## src/rtl/buffet_pkg.sv

```systemverilog
// buffet_pkg: shared definitions for the buffet controller slice.
//   rd_state_e  read-side FSM encoding (also visible on RD_STATE)
//   STATS_W     width of the optional stall counters
//   sat_inc     saturating increment for the stall counters
package buffet_pkg;

   typedef enum logic [1:0] {
      RD_IDLE        = 2'd0,
      RD_STALL_EMPTY = 2'd1,
      RD_STALL_OUT   = 2'd2
   } rd_state_e;

   localparam int STATS_W = 32;

   function automatic logic [STATS_W-1:0] sat_inc(input logic [STATS_W-1:0] v);
      return (&v) ? v : v + STATS_W'(1);
   endfunction

endpackage

```

## src/rtl/buffet_ctrl_if.sv

```systemverilog
// buffet_ctrl_if: producer/consumer handshakes, RAM-side strobes and status
// of the buffet controller.
//   slave  : controller side (buffet_ctrl)
//   master : environment side (producer, consumer, RAM)
// With BUFFET_CTRL_STATS_EN defined the two stall counters are added.
interface buffet_ctrl_if #(
   parameter int ADDR_WIDTH = 10,
   parameter int DATA_WIDTH = 64
);
   logic                  FVALID;
   logic [DATA_WIDTH-1:0] FDATA;
   logic                  FREADY;
   logic [ADDR_WIDTH-1:0] RIDX;
   logic                  RIDX_VALID;
   logic                  RIDX_READY;
   logic [ADDR_WIDTH:0]   SHRINK_NUM;
   logic                  SHRINK_VALID;
   logic                  SHRINK_READY;
   logic [ADDR_WIDTH-1:0] WADDR0;
   logic                  WVALID0;
   logic [DATA_WIDTH-1:0] WDATA0;
   logic [ADDR_WIDTH-1:0] ARADDR;
   logic                  ARVALID;
   logic                  MEM_RVALID;
   logic                  RREADY;
   logic [ADDR_WIDTH:0]   OCCUPANCY;
   logic [1:0]            RD_STATE;
`ifdef BUFFET_CTRL_STATS_EN
   logic [31:0]           STALL_EMPTY_CNT;
   logic [31:0]           STALL_OUT_CNT;
`endif

   modport slave (
      input  FVALID, FDATA, RIDX, RIDX_VALID, SHRINK_NUM, SHRINK_VALID,
             MEM_RVALID, RREADY,
      output FREADY, RIDX_READY, SHRINK_READY, WADDR0, WVALID0, WDATA0,
             ARADDR, ARVALID, OCCUPANCY, RD_STATE
`ifdef BUFFET_CTRL_STATS_EN
      , output STALL_EMPTY_CNT, STALL_OUT_CNT
`endif
   );

   modport master (
      output FVALID, FDATA, RIDX, RIDX_VALID, SHRINK_NUM, SHRINK_VALID,
             MEM_RVALID, RREADY,
      input  FREADY, RIDX_READY, SHRINK_READY, WADDR0, WVALID0, WDATA0,
             ARADDR, ARVALID, OCCUPANCY, RD_STATE
`ifdef BUFFET_CTRL_STATS_EN
      , input STALL_EMPTY_CNT, STALL_OUT_CNT
`endif
   );

endinterface

```

## src/rtl/buffet_ptr.sv

```systemverilog
// buffet_ptr: ADDR_WIDTH+1 bit wrap pointer for the buffet. The extra top bit
// is the wrap bit that separates full from empty.
//   CLK, RESET  clock, async active-low reset (pointer clears to 0)
//   inc_en_i    add inc_num_i this cycle
//   inc_num_i   increment amount
//   ptr_o       current pointer value
module buffet_ptr
   import buffet_pkg::*;
#(
   parameter int ADDR_WIDTH = 10
) (
   input  logic                CLK,
   input  logic                RESET,
   input  logic                inc_en_i,
   input  logic [ADDR_WIDTH:0] inc_num_i,
   output logic [ADDR_WIDTH:0] ptr_o
);

   logic [ADDR_WIDTH:0] ptr_q;
   logic [ADDR_WIDTH:0] ptr_d;

   always_comb begin
      ptr_d = ptr_q;
      if (inc_en_i) ptr_d = ptr_q + inc_num_i;
   end

   always_ff @(posedge CLK or negedge RESET) begin
      if (!RESET) ptr_q <= '0;
      else        ptr_q <= ptr_d;
   end

   assign ptr_o = ptr_q;

endmodule

```

## src/rtl/buffet_ctrl.sv

```systemverilog
// buffet_ctrl: pointer and handshake controller in front of dpram_r2.
//   CLK, RESET  clock, async active-low reset
//   bus.slave   fill (FVALID/FDATA/FREADY), read index (RIDX*), shrink
//               (SHRINK_*), RAM write (WADDR0/WVALID0/WDATA0), RAM read
//               (ARADDR/ARVALID), RAM/consumer status (MEM_RVALID/RREADY),
//               OCCUPANCY and RD_STATE
// Optional: BUFFET_CTRL_STATS_EN adds STALL_EMPTY_CNT / STALL_OUT_CNT.
//
// Read FSM
//   state          | meaning
//   RD_IDLE        | no read request, or request accepted this cycle
//   RD_STALL_EMPTY | requested index not filled yet (RIDX >= occ)
//   RD_STALL_OUT   | index filled but RAM output slot still held
module buffet_ctrl
   import buffet_pkg::*;
#(
   parameter int ADDR_WIDTH = 10,
   parameter int DATA_WIDTH = 64
) (
   input  logic          CLK,
   input  logic          RESET,
   buffet_ctrl_if.slave  bus
);

   localparam int PW = ADDR_WIDTH + 1;
   localparam logic [PW-1:0] SIZE_P = {1'b1, {ADDR_WIDTH{1'b0}}};

   logic [PW-1:0] head_q, tail_q, occ;
   logic          slot_free, ridx_in_range;
   logic          fready, ridx_ready, shrink_ready;
   logic          fill_hs, rd_hs, shr_hs;
   rd_state_e     rd_state_q, rd_state_d;

   buffet_ptr #(.ADDR_WIDTH(ADDR_WIDTH)) u_tail (
      .CLK       (CLK),
      .RESET     (RESET),
      .inc_en_i  (fill_hs),
      .inc_num_i (PW'(1)),
      .ptr_o     (tail_q)
   );

   buffet_ptr #(.ADDR_WIDTH(ADDR_WIDTH)) u_head (
      .CLK       (CLK),
      .RESET     (RESET),
      .inc_en_i  (shr_hs),
      .inc_num_i (bus.SHRINK_NUM),
      .ptr_o     (head_q)
   );

   // modulo 2**PW difference; the wrap bit makes occ=SIZE distinguishable from 0
   assign occ           = tail_q - head_q;
   assign slot_free     = !bus.MEM_RVALID || bus.RREADY;
   assign ridx_in_range = {1'b0, bus.RIDX} < occ;

   always_ff @(posedge CLK or negedge RESET) begin
      if (!RESET) rd_state_q <= RD_IDLE;
      else        rd_state_q <= rd_state_d;
   end

   always_comb begin
      rd_state_d = RD_IDLE;
      if (bus.RIDX_VALID) begin
         if (!ridx_in_range)  rd_state_d = RD_STALL_EMPTY;
         else if (!slot_free) rd_state_d = RD_STALL_OUT;
      end
   end

   // Handshakes all use the pre-update head/tail, so a same-cycle fill cannot
   // make its own entry readable and a same-cycle shrink cannot unblock a fill.
   always_comb begin
      fready       = occ < SIZE_P;
      ridx_ready   = ridx_in_range && slot_free;
      shrink_ready = bus.SHRINK_NUM <= occ;
      fill_hs      = bus.FVALID && fready;
      rd_hs        = bus.RIDX_VALID && ridx_ready;
      shr_hs       = bus.SHRINK_VALID && shrink_ready;
   end

   assign bus.FREADY       = fready;
   assign bus.RIDX_READY   = ridx_ready;
   assign bus.SHRINK_READY = shrink_ready;
   assign bus.WVALID0      = fill_hs;
   assign bus.WADDR0       = tail_q[ADDR_WIDTH-1:0];
   assign bus.WDATA0       = bus.FDATA;
   assign bus.ARVALID      = rd_hs;
   assign bus.ARADDR       = head_q[ADDR_WIDTH-1:0] + bus.RIDX;
   assign bus.OCCUPANCY    = occ;
   assign bus.RD_STATE     = rd_state_q;

`ifdef BUFFET_CTRL_STATS_EN
   logic [STATS_W-1:0] stall_empty_cnt_q, stall_out_cnt_q;

   always_ff @(posedge CLK or negedge RESET) begin
      if (!RESET) begin
         stall_empty_cnt_q <= '0;
         stall_out_cnt_q   <= '0;
      end else begin
         if (rd_state_q == RD_STALL_EMPTY) stall_empty_cnt_q <= sat_inc(stall_empty_cnt_q);
         if (rd_state_q == RD_STALL_OUT)   stall_out_cnt_q   <= sat_inc(stall_out_cnt_q);
      end
   end

   assign bus.STALL_EMPTY_CNT = stall_empty_cnt_q;
   assign bus.STALL_OUT_CNT   = stall_out_cnt_q;
`endif

endmodule
```

## src/flat_wrapper.sv

```systemverilog
// flat-port wrapper written by rule: the top's interface ports become plain ports
module buffet_ctrl_flat import buffet_pkg::*;
#(
   parameter int ADDR_WIDTH = 10,
   parameter int DATA_WIDTH = 64
)
  (CLK, RESET, bus_FVALID, bus_FDATA, bus_RIDX, bus_RIDX_VALID, bus_SHRINK_NUM, bus_SHRINK_VALID, bus_MEM_RVALID, bus_RREADY, bus_FREADY, bus_RIDX_READY, bus_SHRINK_READY, bus_WADDR0, bus_WVALID0, bus_WDATA0, bus_ARADDR, bus_ARVALID, bus_OCCUPANCY, bus_RD_STATE);
  buffet_ctrl_if #(.ADDR_WIDTH(ADDR_WIDTH), .DATA_WIDTH(DATA_WIDTH)) bus_i ();
  input  logic CLK;
  input  logic RESET;
  input wire logic [$bits(bus_i.FVALID)-1:0] bus_FVALID;
  input wire logic [$bits(bus_i.FDATA)-1:0] bus_FDATA;
  input wire logic [$bits(bus_i.RIDX)-1:0] bus_RIDX;
  input wire logic [$bits(bus_i.RIDX_VALID)-1:0] bus_RIDX_VALID;
  input wire logic [$bits(bus_i.SHRINK_NUM)-1:0] bus_SHRINK_NUM;
  input wire logic [$bits(bus_i.SHRINK_VALID)-1:0] bus_SHRINK_VALID;
  input wire logic [$bits(bus_i.MEM_RVALID)-1:0] bus_MEM_RVALID;
  input wire logic [$bits(bus_i.RREADY)-1:0] bus_RREADY;
  output wire logic [$bits(bus_i.FREADY)-1:0] bus_FREADY;
  output wire logic [$bits(bus_i.RIDX_READY)-1:0] bus_RIDX_READY;
  output wire logic [$bits(bus_i.SHRINK_READY)-1:0] bus_SHRINK_READY;
  output wire logic [$bits(bus_i.WADDR0)-1:0] bus_WADDR0;
  output wire logic [$bits(bus_i.WVALID0)-1:0] bus_WVALID0;
  output wire logic [$bits(bus_i.WDATA0)-1:0] bus_WDATA0;
  output wire logic [$bits(bus_i.ARADDR)-1:0] bus_ARADDR;
  output wire logic [$bits(bus_i.ARVALID)-1:0] bus_ARVALID;
  output wire logic [$bits(bus_i.OCCUPANCY)-1:0] bus_OCCUPANCY;
  output wire logic [$bits(bus_i.RD_STATE)-1:0] bus_RD_STATE;
  assign bus_i.FVALID = bus_FVALID;
  assign bus_i.FDATA = bus_FDATA;
  assign bus_i.RIDX = bus_RIDX;
  assign bus_i.RIDX_VALID = bus_RIDX_VALID;
  assign bus_i.SHRINK_NUM = bus_SHRINK_NUM;
  assign bus_i.SHRINK_VALID = bus_SHRINK_VALID;
  assign bus_i.MEM_RVALID = bus_MEM_RVALID;
  assign bus_i.RREADY = bus_RREADY;
  assign bus_FREADY = bus_i.FREADY;
  assign bus_RIDX_READY = bus_i.RIDX_READY;
  assign bus_SHRINK_READY = bus_i.SHRINK_READY;
  assign bus_WADDR0 = bus_i.WADDR0;
  assign bus_WVALID0 = bus_i.WVALID0;
  assign bus_WDATA0 = bus_i.WDATA0;
  assign bus_ARADDR = bus_i.ARADDR;
  assign bus_ARVALID = bus_i.ARVALID;
  assign bus_OCCUPANCY = bus_i.OCCUPANCY;
  assign bus_RD_STATE = bus_i.RD_STATE;
  buffet_ctrl #(.ADDR_WIDTH(ADDR_WIDTH), .DATA_WIDTH(DATA_WIDTH)) u_core (.CLK(CLK), .RESET(RESET), .bus(bus_i));
endmodule
```

## config.mk

```make
export PLATFORM = sky130hd
export DESIGN_NAME = buffet_ctrl_flat
export DESIGN_NICKNAME = d
export VERILOG_FILES = /design/src/rtl/buffet_pkg.sv /design/src/rtl/buffet_ctrl_if.sv /design/src/rtl/buffet_ptr.sv /design/src/rtl/buffet_ctrl.sv /design/src/flat_wrapper.sv
export SDC_FILE = /design/constraint.sdc
export NUM_CORES = 1
export LEC_CHECK = 0
export BUFFER_PORTS_ARGS = -buffer_cell sky130_fd_sc_hd__buf_2
export CORE_MARGIN = 2
export CORE_UTILIZATION = 35
export CTS_BUF_LIST = sky130_fd_sc_hd__clkbuf_8
export DETAILED_ROUTE_END_ITERATION = 10
export PLACE_DENSITY_LB_ADDON = 0.08
export SYNTH_ARGS = -nofsm -noshare
export SYNTH_HDL_FRONTEND = slang
export SYNTH_SLANG_ARGS = --single-unit
```

## constraint.sdc

```tcl
create_clock -name CLK -period 9.2 [get_ports CLK]
set_clock_uncertainty 0.05 [all_clocks]
set_input_delay 1.84 -clock CLK [delete_from_list [all_inputs] [get_ports CLK]]
set_output_delay 1.84 -clock CLK [all_outputs]
set_load 0.1 [all_outputs]
```

==> flow_summary.json <==
{
  "routedWlPerCell_um": 15.1,
  "synth_common_cells": "buf_4 (74), ha_1 (45), inv_1 (37)",
  "synthDistinctLibCells": 57,
  "synthesis.instances": 382,
  "synth-simple-area-share_pct": 13.8,
  "via_per_inst": 4.98,
  "syn_area_um2": 3340,
  "drt_pass1_iterations": 4,
  "end_kind": "output pin",
  "grt_max_degree": 25,
  "cts_tree": "yes",
  "clock-sinks": 24,
  "grtUsageTotal_pct": 15.2,
  "grt_pass1_vias": 2436,
  "synth.mux.area_fraction_pct": 4.08,
  "cap_violations": 0,
  "antenna_left": 0,
  "io_buffers": 65,
  "synth_area_leaders": "dfrtp_1 (18%), ha_1 (17%), buf_4 (17%)",
  "synth_nets": 522,
  "nFillCells": 1015,
  "clk_pin_slew_worst_paths_ps": 90,
  "cp.arrival_ps": 4220,
  "core_area_um2": 9240,
  "drc": 0,
  "start_kind": "flop",
  "num_rows": 35,
  "finalHoldViolCount": 0,
  "ctsHtreeMaxLevel": 1,
  "diodes": 0,
  "final_nets": 516,
  "die_h_um": 102,
  "setup_violations": 0,
  "ioPinCount": 194,
  "dp_cells": 500,
  "yosys.area.top_type": "dfrtp_1",
  "worst_pin_slew_ps": 853,
  "required_ps": 7310,
  "first_iter_violations": 94,
  "yosys_register_bits": 24,
  "crit_top_cell": "inv_1",
  "hpwl_um": 6310,
  "rsz0062_at_grt": "false",
  "antenna_found_initial": 0,
  "post-cts-setup-buffer-count": 0,
  "synth_compound_area_share_pct": 15.5,
  "die_x_um": 102,
  "synthXorXnorAreaFrac_pct": 8.65,
  "ys_warn_count": 0,
  "synth_edf_count": 0,
  "slowest_stage": "dfrtp_1",
  "clock-root-buffer": "clkbuf_8",
  "hold_class": "reg -> reg",
  "cp_max_fo": 4,
  "ys_seq_area_share_pct": 18.0,
  "fmax_mhz": 164,
  "num_vias": 2507,
  "layout-drive-gt1-share_pct": 23.3,
  "yosysTopAreaCellShare_pct": 18.0,
  "period_share_pct": 66.4,
  "synthArstFlopShare_pct": 100,
  "fin_crit_ps": 6110,
  "synth_top_family_by_area": "buffers and inverters",
  "die-area_um2": 10400,
  "outcome": "complete, no violations",
  "avgSynthCellArea_um2": 8.75,
  "synthAdderAreaFrac_pct": 18.6,
  "slowest_delay_ps": 430,
  "cts_resized": 0,
  "fin_cells": 503,
  "synth_ff_type": "dfrtp_1",
  "drv_slew": 0,
  "start_util_pct": 36.2,
  "numCtsBuffers": 3,
  "path_class": "reg -> out",
  "crit_chain": "inv_1, ha_1, inv_1, fa_1, a211oi_1, o21bai_1, a21oi_1, xnor2_1, inv_1, ha_1, and3_1, nand3_1, a21oi_1, o31a_1, a31oi_1, o21ai_2, nand2_1, buf_2",
  "tns_ps": 0,
  "grt_pass1_wl_um": 12300,
  "place_congestion": 0.799,
  "relSlewSlack_pct": 43.1,
  "cts-hold-fix-buffers": 0,
  "routed_wl_um": 7570,
  "area_growth_pct": -1.50,
  "worstSkewPairLatency_ps": 270,
  "post-synth-top-count-cell": "buf_4",
  "clockBufferDepth": 2,
  "grt-ovfl-total": 0
}
## final timing paths
check                                                   startpoint                            endpoint  slack, ps  depth (start not counted)
worst min register to register  u_core.u_tail.ptr_o[4]$_DFFE_PN0P_  u_core.u_tail.ptr_o[4]$_DFFE_PN0P_        480                          1
worst max register to register  u_core.u_tail.ptr_o[0]$_DFFE_PN0P_  u_core.u_head.ptr_o[0]$_DFFE_PN0P_       4520                         18
worst min-delay path            u_core.u_tail.ptr_o[4]$_DFFE_PN0P_  u_core.u_tail.ptr_o[4]$_DFFE_PN0P_        480                          1
worst max-delay path            u_core.u_tail.ptr_o[0]$_DFFE_PN0P_                    bus_SHRINK_READY       3090                         18
max in group asynchronous                                    RESET  u_core.u_head.ptr_o[4]$_DFFE_PN0P_       7150                          1
min in group asynchronous                                    RESET  u_core.u_tail.ptr_o[7]$_DFFE_PN0P_       1530                          1
## cell type report
cell class                      instances  area, um2  area share (%)
Timing Repair Buffer                   65        325            9.88
Multi-Input combinational cell        245       2030            61.5
Clock buffer                            3       41.3            1.25
Sequential cell                        24        601            18.2
Tap cell                              129        161            4.90
Inverter                               37        139            4.22
## metal layers
metal  vias to the layer above  global-route usage [%]  routed length (um)
li1                       1246                       -                   -
met1                      1178                    21.9                3750
met2                        77                    24.4                3450
met3                         6                    2.07                 352
met4                         0                    2.91                  27
met5                         -                       0                   0
## per-stage QoR
step	cell area [um2]	setup slack [ps]	hold slack [ps]	utilization, %
after global placement	3250	3160	467	35.2
after global routing	3290	2670	508	35.6
after CTS	3290	3000	497	35.6
final	3290	3090	479	35.6
after floorplan	3340	1640	435	-
after detailed placement	3250	3150	480	35.2
## critical path: cells and delay by family, from the launching register on
family	cells	cell delay (ps)
xor gates and xnor gates	1	170
adders and majority gates	3	900
DFF	1	430
AOI/OAI and AO/OA	7	1380
and+or+nand+nor	3	340
buffers and inverters	4	720
## registers in the layout, indices dropped and copies added (netlist names)
signal	count
u_core.u_head.ptr_o	11
u_core.u_tail.ptr_o	11
u_core.bus.RD_STATE	2
## cell families (layout without fill, tap and decap cells)
group                      count (synthesis)  in the layout
buffers and inverters                    113            105
and+or+nand+nor                           77             77
AOI/OAI and AO/OA                         74             74
adders and majority gates                 48             48
xor gates and xnor gates                  33             33
DFF                                       24             24
muxes                                     13             13
## cell usage in the layout (no fill, tap or decap), drive strengths merged, types with 2 or more instances in the layout
master	n
o31ai	2
nor2b	6
nand2	15
o31a	3
nor4	4
mux2	2
nand3b	2
and2	3
and4	2
o311ai	3
and3	5
o21bai	4
a21oi	21
nor2	9
a211oi	4
o21a	2
dfrtp	24
a221oi	2
a31oi	2
fa	3
xnor2	20
nor3b	2
or2	3
nor3	6
ha	45
mux2i	11
inv	37
o211ai	2
nand2b	5
nand4	3
nand3	10
o21ai	14
xor2	13
clkbuf	3
a21o	7
buf	65
Power is not shown: default switching activity piles up to over one toggle a cycle in this logic, so the estimate is an artifact.
